### src/rtl/parking_gate_ctrl.sv
// parking_gate_ctrl
//   Gate-side terminal controller for the car parking system. Converts driver
//   actions into the arrive/exit handshakes the parking core expects. On
//   entry it issues a ticket carrying the slot the core assigned and a
//   per-slot code. On exit it validates the presented ticket before driving
//   the core's exit sequence, then opens the matching barrier.
//
// Ports
//   clk             : clock, rising edge
//   rst             : asynchronous active-high reset
//   entry_btn       : driver entry request (sampled in IDLE)
//   exit_req        : ticket presented at exit (sampled in IDLE)
//   ticket_slot     : slot printed on the presented ticket
//   ticket_code     : code printed on the presented ticket
//   can_park        : core status, 1 when a slot is free
//   register        : core occupancy map, bit i = slot i occupied
//   car_arrive      : arrive strobe to core
//   car_exit        : exit request to core
//   exit_from       : exit slot to core
//   exit_code       : exit passcode to core
//   ticket_valid    : one-cycle pulse, issued_slot/issued_code valid
//   issued_slot     : slot assigned on entry, held until the next issue
//   issued_code     : ticket code for issued_slot
//   entry_gate_open : entry barrier open
//   exit_gate_open  : exit barrier open
//   deny            : one-cycle pulse, request refused
//   fault           : one-cycle pulse, core did not respond in time
//   busy            : high in every state except IDLE
module parking_gate_ctrl #(
  parameter logic [7:0] PASSCODE    = 8'd87,
  parameter int         TIMEOUT     = 16,
  parameter int         GATE_CYCLES = 4
) (
  input  logic       clk,
  input  logic       rst,
  input  logic       entry_btn,
  input  logic       exit_req,
  input  logic [2:0] ticket_slot,
  input  logic [7:0] ticket_code,
  input  logic       can_park,
  input  logic [7:0] register,
  output logic       car_arrive,
  output logic       car_exit,
  output logic [2:0] exit_from,
  output logic [7:0] exit_code,
  output logic       ticket_valid,
  output logic [2:0] issued_slot,
  output logic [7:0] issued_code,
  output logic       entry_gate_open,
  output logic       exit_gate_open,
  output logic       deny,
  output logic       fault,
  output logic       busy
);

  localparam int CNT_W  = $clog2(TIMEOUT + 1);
  localparam int GATE_W = $clog2(GATE_CYCLES + 1);
  localparam logic [CNT_W-1:0]  TO_LAST   = CNT_W'(TIMEOUT - 1);
  localparam logic [GATE_W-1:0] GATE_LAST = GATE_W'(GATE_CYCLES);
  localparam logic [GATE_W-1:0] GATE_ONE  = GATE_W'(1);

  typedef enum logic [3:0] {
    IDLE, EN_ARR, EN_WAIT, EX_REQ, EX_CODE, EX_CLR, EX_DROP, EX_WAIT,
    GATE_EN, GATE_EX
  } state_t;

  state_t            state;
  logic [7:0]        snapshot;
  logic [2:0]        ex_slot;
  logic [CNT_W-1:0]  wait_cnt;
  logic [GATE_W-1:0] gate_cnt;
  logic [7:0]        new_bits;
  logic [2:0]        new_slot;

  // Ticket code for a slot; wraps modulo 256.
  function automatic logic [7:0] slot_code(input logic [2:0] slot);
    return PASSCODE + {5'd0, slot};
  endfunction

  // Index of the lowest set bit (0 when none set).
  function automatic logic [2:0] lowest_set(input logic [7:0] v);
    logic [2:0] idx;
    idx = 3'd0;
    for (int i = 7; i >= 0; i--) begin
      if (v[i]) idx = 3'(i);
    end
    return idx;
  endfunction

  // Slots that became occupied since the entry request was accepted.
  assign new_bits = register & ~snapshot;
  assign new_slot = lowest_set(new_bits);

  always_ff @(posedge clk or posedge rst) begin
    if (rst) begin
      state           <= IDLE;
      snapshot        <= 8'd0;
      ex_slot         <= 3'd0;
      wait_cnt        <= '0;
      gate_cnt        <= '0;
      car_arrive      <= 1'b0;
      car_exit        <= 1'b0;
      exit_from       <= 3'd0;
      exit_code       <= 8'd0;
      ticket_valid    <= 1'b0;
      issued_slot     <= 3'd0;
      issued_code     <= 8'd0;
      entry_gate_open <= 1'b0;
      exit_gate_open  <= 1'b0;
      deny            <= 1'b0;
      fault           <= 1'b0;
      busy            <= 1'b0;
    end else begin
      ticket_valid <= 1'b0;
      deny         <= 1'b0;
      fault        <= 1'b0;
      case (state)
        IDLE: begin
          // Exit wins arbitration; the losing entry request is dropped.
          if (exit_req) begin
            if (ticket_code == slot_code(ticket_slot) && register[ticket_slot]) begin
              ex_slot  <= ticket_slot;
              car_exit <= 1'b1;
              busy     <= 1'b1;
              state    <= EX_REQ;
            end else begin
              deny <= 1'b1;
            end
          end else if (entry_btn) begin
            if (!can_park || register == 8'hFF) begin
              deny <= 1'b1;
            end else begin
              snapshot   <= register;
              car_arrive <= 1'b1;
              busy       <= 1'b1;
              state      <= EN_ARR;
            end
          end
        end
        EN_ARR: begin
          car_arrive <= 1'b0;
          wait_cnt   <= '0;
          state      <= EN_WAIT;
        end
        EN_WAIT: begin
          if (new_bits != 8'd0) begin
            issued_slot     <= new_slot;
            issued_code     <= slot_code(new_slot);
            ticket_valid    <= 1'b1;
            entry_gate_open <= 1'b1;
            gate_cnt        <= GATE_ONE;
            state           <= GATE_EN;
          end else if (wait_cnt == TO_LAST) begin
            fault <= 1'b1;
            busy  <= 1'b0;
            state <= IDLE;
          end else begin
            wait_cnt <= wait_cnt + 1'b1;
          end
        end
        EX_REQ: begin
          exit_from <= ex_slot;
          exit_code <= PASSCODE;
          state     <= EX_CODE;
        end
        EX_CODE: begin
          exit_from <= 3'd0;
          exit_code <= 8'd0;
          state     <= EX_CLR;
        end
        EX_CLR: begin
          car_exit <= 1'b0;
          state    <= EX_DROP;
        end
        EX_DROP: begin
          wait_cnt <= '0;
          state    <= EX_WAIT;
        end
        EX_WAIT: begin
          if (!register[ex_slot]) begin
            exit_gate_open <= 1'b1;
            gate_cnt       <= GATE_ONE;
            state          <= GATE_EX;
          end else if (wait_cnt == TO_LAST) begin
            fault <= 1'b1;
            busy  <= 1'b0;
            state <= IDLE;
          end else begin
            wait_cnt <= wait_cnt + 1'b1;
          end
        end
        // gate_cnt counts open cycles already elapsed, including the current one.
        GATE_EN: begin
          if (gate_cnt == GATE_LAST) begin
            entry_gate_open <= 1'b0;
            busy            <= 1'b0;
            state           <= IDLE;
          end else begin
            gate_cnt <= gate_cnt + 1'b1;
          end
        end
        GATE_EX: begin
          if (gate_cnt == GATE_LAST) begin
            exit_gate_open <= 1'b0;
            busy           <= 1'b0;
            state          <= IDLE;
          end else begin
            gate_cnt <= gate_cnt + 1'b1;
          end
        end
        default: state <= IDLE;
      endcase
    end
  end

endmodule

### config.mk
export PLATFORM = sky130hd
export DESIGN_NAME = parking_gate_ctrl
export DESIGN_NICKNAME = d
export VERILOG_FILES = /design/src/rtl/parking_gate_ctrl.sv
export SDC_FILE = /design/constraint.sdc
export NUM_CORES = 1
export LEC_CHECK = 0
export CAP_MARGIN = 25
export CORE_UTILIZATION = 52
export CTS_CLUSTER_DIAMETER = 80
export DETAILED_ROUTE_END_ITERATION = 8
export PLACE_DENSITY = 0.9
export SYNTH_ARGS = -nofsm -noshare
export SYNTH_HDL_FRONTEND = slang
export SYNTH_SLANG_ARGS = --single-unit
### constraint.sdc
create_clock -name clk -period 2.51 [get_ports clk]
set_input_delay 0.502 -clock clk [delete_from_list [all_inputs] [get_ports clk]]
set_output_delay 0.502 -clock clk [all_outputs]
set_load 0.03 [all_outputs]
==> parameters.txt <==
Parameter                              Value

Synthesis
  Flip-flop and latch count after synthesis    43
  Total standard cell area after synthesis    2650 um2
  Sequential-to-total area share from yosys stat    0.406
  Number of warnings issued by yosys    0
  Synthesized area divided by synthesized cell count    10.0 um2
  Share of flip-flops with an asynchronous set or reset    1.00
  Cells after synthesis    264
  Number of enable-type register cells in the synthesized netlist    0
  Number of different library cells in the post-synthesis netlist    62
  Most instantiated flip-flop cell in the synthesis netlist    sky130_fd_sc_hd__dfrtp_1

Clock tree
  Cell at the root of the clock tree    sky130_fd_sc_hd__clkbuf_8
  Clock tree from TritonCTS    built
  Quantity of hold-fixing buffers added after cts    0
  Clk buf depth    2
  CTS resizes    0
  Clock latency on the worst-skew pair    0.30 ns
  TritonCTS Buffers    5
  Clock input transition at the sequential cells of the worst setup and hold paths    0.08 ns
  Post CTS Setup Buffer Count    0
  Number of levels the H-tree was split into    2
  Number of sinks handled by clock tree synthesis    43

Setup path
  Endpoint kind of the worst setup timing path    flop
  Reg2reg path depth    6
  Reg2reg end    wait_cnt[3]$_DFFE_PP0P_
  Number of buffers and inverters on the critical path    2
  Critical path peak fanout    5
  Most repeated library cell on the critical path    sky130_fd_sc_hd__nand2_1
  Data arrival, critical path    2.56 ns
  FF-to-FF Start    state[1]$_DFFE_PP0P_
  Crit path max-delay cell type    sky130_fd_sc_hd__clkdlybuf4s50_1
  Endpoint required time on the critical path    2.71 ns
  Minimum setup slack among reg-to-reg paths    0.44 ns
  Setup CP Type    input port to flop
  Cells along the critical path    clkdlybuf4s50_1 -> inv_1 -> ha_1 -> xnor3_1 -> and3_1 -> nand2_1 -> o31ai_1 -> nand2_1 -> mux2_2
  CP startpoint kind    input port
  Cell family with the largest share of critical-path delay    buffers and inverters
  Crit-path max cell delay    0.54 ns

Timing
  Achievable clock frequency    0.424 GHz
  Transition time at the pin with the least slew margin    0.547 ns
  Post-route worst setup slack    0.150 ns
  Number of hold-slack violations in the final timing report    0
  Post-Route Skew    0.00419 ns
  Count of final max-slew check failures    0
  Count of final setup violators    0
  Rel. slew slack    0.635
  Setup repair after global routing missed its margin    false
  Final worst-path cycle share    0.940
  Post-route minimum period    2.36 ns

Routing
  Highest Signal Layer    met4
  Drt total wl    5.86 mm
  Drt wl/cell    14.8 um
  Detailed Route Iter0 Violations    152
  Routed wire length on met3    250 um
  Final ANT Viol Nets    0
  Metal1 wirelength    2.41 mm
  Number of optimization iterations in the first detailed-route pass    5
  Number of remaining DRC errors    0
  Routed wl met2    3.04 mm
  Via/cell ratio    5.54
  Detailed-route via count    2199

Place
  Post-placement cell count    390
  Placer Congestion    0.812
  Buffers on Ports    48
  Pre-CTS WS    -0.163 ns
  Placed wire-length estimate after detailed placement    4.48 mm
  Post-DP Area    3290 um2

Floorplanning
  Top Ports    54
  Overall die width    73.4 um
  Initial standard-cell utilization of the core    0.550
  Die footprint    5380 um2
  Die boundary height    73.4 um
  Std-Cell Core Area    4820 um2
  FP Rows    25

Finish
  Area added between synthesis and finish    27.4%
  Share of final-layout standard cells stronger than drive strength 1    0.212
  Net count reported at finish    360
  Core utilization of the finished layout    0.701
  Number of standard cells in the final layout excluding fillers    397
  Antenna cell count    0
  Post-route cell area    3380 um2

Pwr
  Total power per unit cell area    1070 nW/um2
  P_leak    0.00144 uW
  Overall power of the completed layout    3630 uW
  Maximum vdd drop    0.000567 V

Job
  Max_cap viols    0

Min path
  Hold/Removal Path Class    flop to flop
  HP Start    issued_slot[1]$_DFFE_PP0P_
  Count of cells along the worst hold path    2
  End point of the most critical hold path    issued_slot[1]$_DFFE_PP0P_

Global route
  Total routing resource utilization after global routing    0.252
  Wire length of the first global-routing pass    10.1 mm
  Largest net degree at the start of global routing    44
  Number of antenna violations at the first check in global routing    0
  Total global routing overflow    0
  Number of global-route vias before repair    2265

Run status
  Status    finished, final reports clean
[cell usage in the layout, fill, tap and decap left out, types with 2 or more instances in the layout]
| master | Yosys | routed |
|---|---|---|
| sky130_fd_sc_hd__and2b_2 | 2 | 2 |
| sky130_fd_sc_hd__clkbuf_8 | 3 | 6 |
| sky130_fd_sc_hd__nand2b_1 | 8 | 8 |
| sky130_fd_sc_hd__nor2b_1 | 8 | 8 |
| sky130_fd_sc_hd__or2b_2 | 3 | 3 |
| sky130_fd_sc_hd__and3_1 | 2 | 2 |
| sky130_fd_sc_hd__o21ai_0 | 20 | 20 |
| sky130_fd_sc_hd__nor2_1 | 17 | 17 |
| sky130_fd_sc_hd__nor4_1 | 2 | 2 |
| sky130_fd_sc_hd__conb_1 | 1 | 5 |
| sky130_fd_sc_hd__xnor2_1 | 2 | 2 |
| sky130_fd_sc_hd__nor4b_2 | 2 | 2 |
| sky130_fd_sc_hd__clkdlybuf4s50_1 | 0 | 48 |
| sky130_fd_sc_hd__nor4_2 | 2 | 2 |
| sky130_fd_sc_hd__nand3_1 | 8 | 8 |
| sky130_fd_sc_hd__inv_1 | 12 | 12 |
| sky130_fd_sc_hd__nand2_1 | 24 | 24 |
| sky130_fd_sc_hd__a2bb2oi_1 | 2 | 2 |
| sky130_fd_sc_hd__a21oi_1 | 11 | 11 |
| sky130_fd_sc_hd__buf_4 | 11 | 24 |
| sky130_fd_sc_hd__mux2i_1 | 6 | 6 |
| sky130_fd_sc_hd__o31ai_1 | 2 | 2 |
| sky130_fd_sc_hd__nor3_1 | 6 | 6 |
| sky130_fd_sc_hd__nand4_1 | 4 | 4 |
| sky130_fd_sc_hd__mux2_2 | 13 | 13 |
| sky130_fd_sc_hd__o22ai_1 | 2 | 2 |
| sky130_fd_sc_hd__nand3b_1 | 4 | 4 |
| sky130_fd_sc_hd__dfrtp_1 | 43 | 43 |
| sky130_fd_sc_hd__a31oi_1 | 3 | 3 |
| sky130_fd_sc_hd__ha_1 | 6 | 6 |
[worst max path at each step]
stage	slack, ns	startpoint	depth (start not counted)	to
2_1_floorplan	0.54	register[2]	8	wait_cnt[2]$_DFFE_PP0P_
3_3_place_gp	-0.12	ticket_slot[0]	9	state[0]$_DFFE_PP0P_
3_5_place_dp	-0.16	ticket_slot[0]	8	ex_slot[0]$_DFFE_PP0P_
4_1_cts	0.15	ticket_slot[0]	8	ex_slot[0]$_DFFE_PP0P_
5_1_grt	0.03	ticket_slot[0]	9	state[0]$_DFFE_PP0P_
6_report	0.15	ticket_slot[0]	9	state[0]$_DFFE_PP0P_
[power breakdown]
group | leakage (uW) | switching, uW | internal, uW | total [uW]
registers | 0.000535 | 206 | 958 | 1160
clock network | 0.0000470 | 234 | 216 | 450
logic | 0.000863 | 1100 | 913 | 2010
[cell type report]
class | instances | area, um2
multi-input combinational | 192 | 1390
fill | 380 | 1440
inverter | 15 | 58.8
clock inverter | 1 | 5.00
timing repair buffer | 73 | 681
clock buffer | 6 | 82.6
sequential | 43 | 1080
tap | 67 | 83.8
[worst min-delay path: stages, from the launching register on]
cell	delay (ns)
sky130_fd_sc_hd__dfrtp_1	0.35
sky130_fd_sc_hd__nand2_1	0.05
sky130_fd_sc_hd__o21ai_0	0.06
[metrics by stage]
stage / hold WS [ns] / TNS, ns
after CTS: 0.489 / 0
after global routing: 0.513 / 0
after detailed placement: 0.471 / -0.984
after global placement: 0.465 / -0.486
final: 0.489 / 0
after floorplan: 0.472 / 0
[registers in the layout (all words and copies together), names as in the netlist, 3 cells and up]
register / cells
issued_slot: 3
wait_cnt: 5
issued_code: 5
ex_slot: 3
gate_cnt: 3
state: 4
exit_from: 3
snapshot: 8
[per-layer routing]
metal	track usage	vias to the layer above
met5	0	-
li1	-	1057
met1	0.279	1053
met3	0.0658	18
met4	0.128	0
met2	0.447	71
[cell usage after synthesis (all sizes together), types with 3 or more instances]
master   n  area share
nand3b   4       0.011
a21oi   12       0.024
nor4     4       0.014
clkbuf   6       0.020
inv     14       0.021
nand2b   8       0.019
nor2    17       0.024
nand4    4      0.0094
nor4b    3       0.020
mux2i    6       0.023
ha       6       0.028
nor2b    8       0.019
or2b     3      0.0099
nand3    8       0.015
nor3     7       0.017
o21ai   21       0.044
dfrtp   43        0.41
buf     12       0.033
and2b    3       0.010
a31oi    4       0.012
nand2   24       0.034
mux2    13       0.055
[cell families after synthesis]
| family | after synthesis | synth area share |
|---|---|---|
| AOI/OAI and AO/OA | 55 | 0.146 |
| xor gates and xnor gates | 4 | 0.0184 |
| adders and majority gates | 6 | 0.0283 |
| buffers and inverters | 33 | 0.0751 |
| DFF | 43 | 0.406 |
| muxes | 21 | 0.0964 |
| other | 1 | 0.00142 |
| and+or+nand+nor | 101 | 0.228 |
Note: power is estimated with default switching activity, not from simulation.
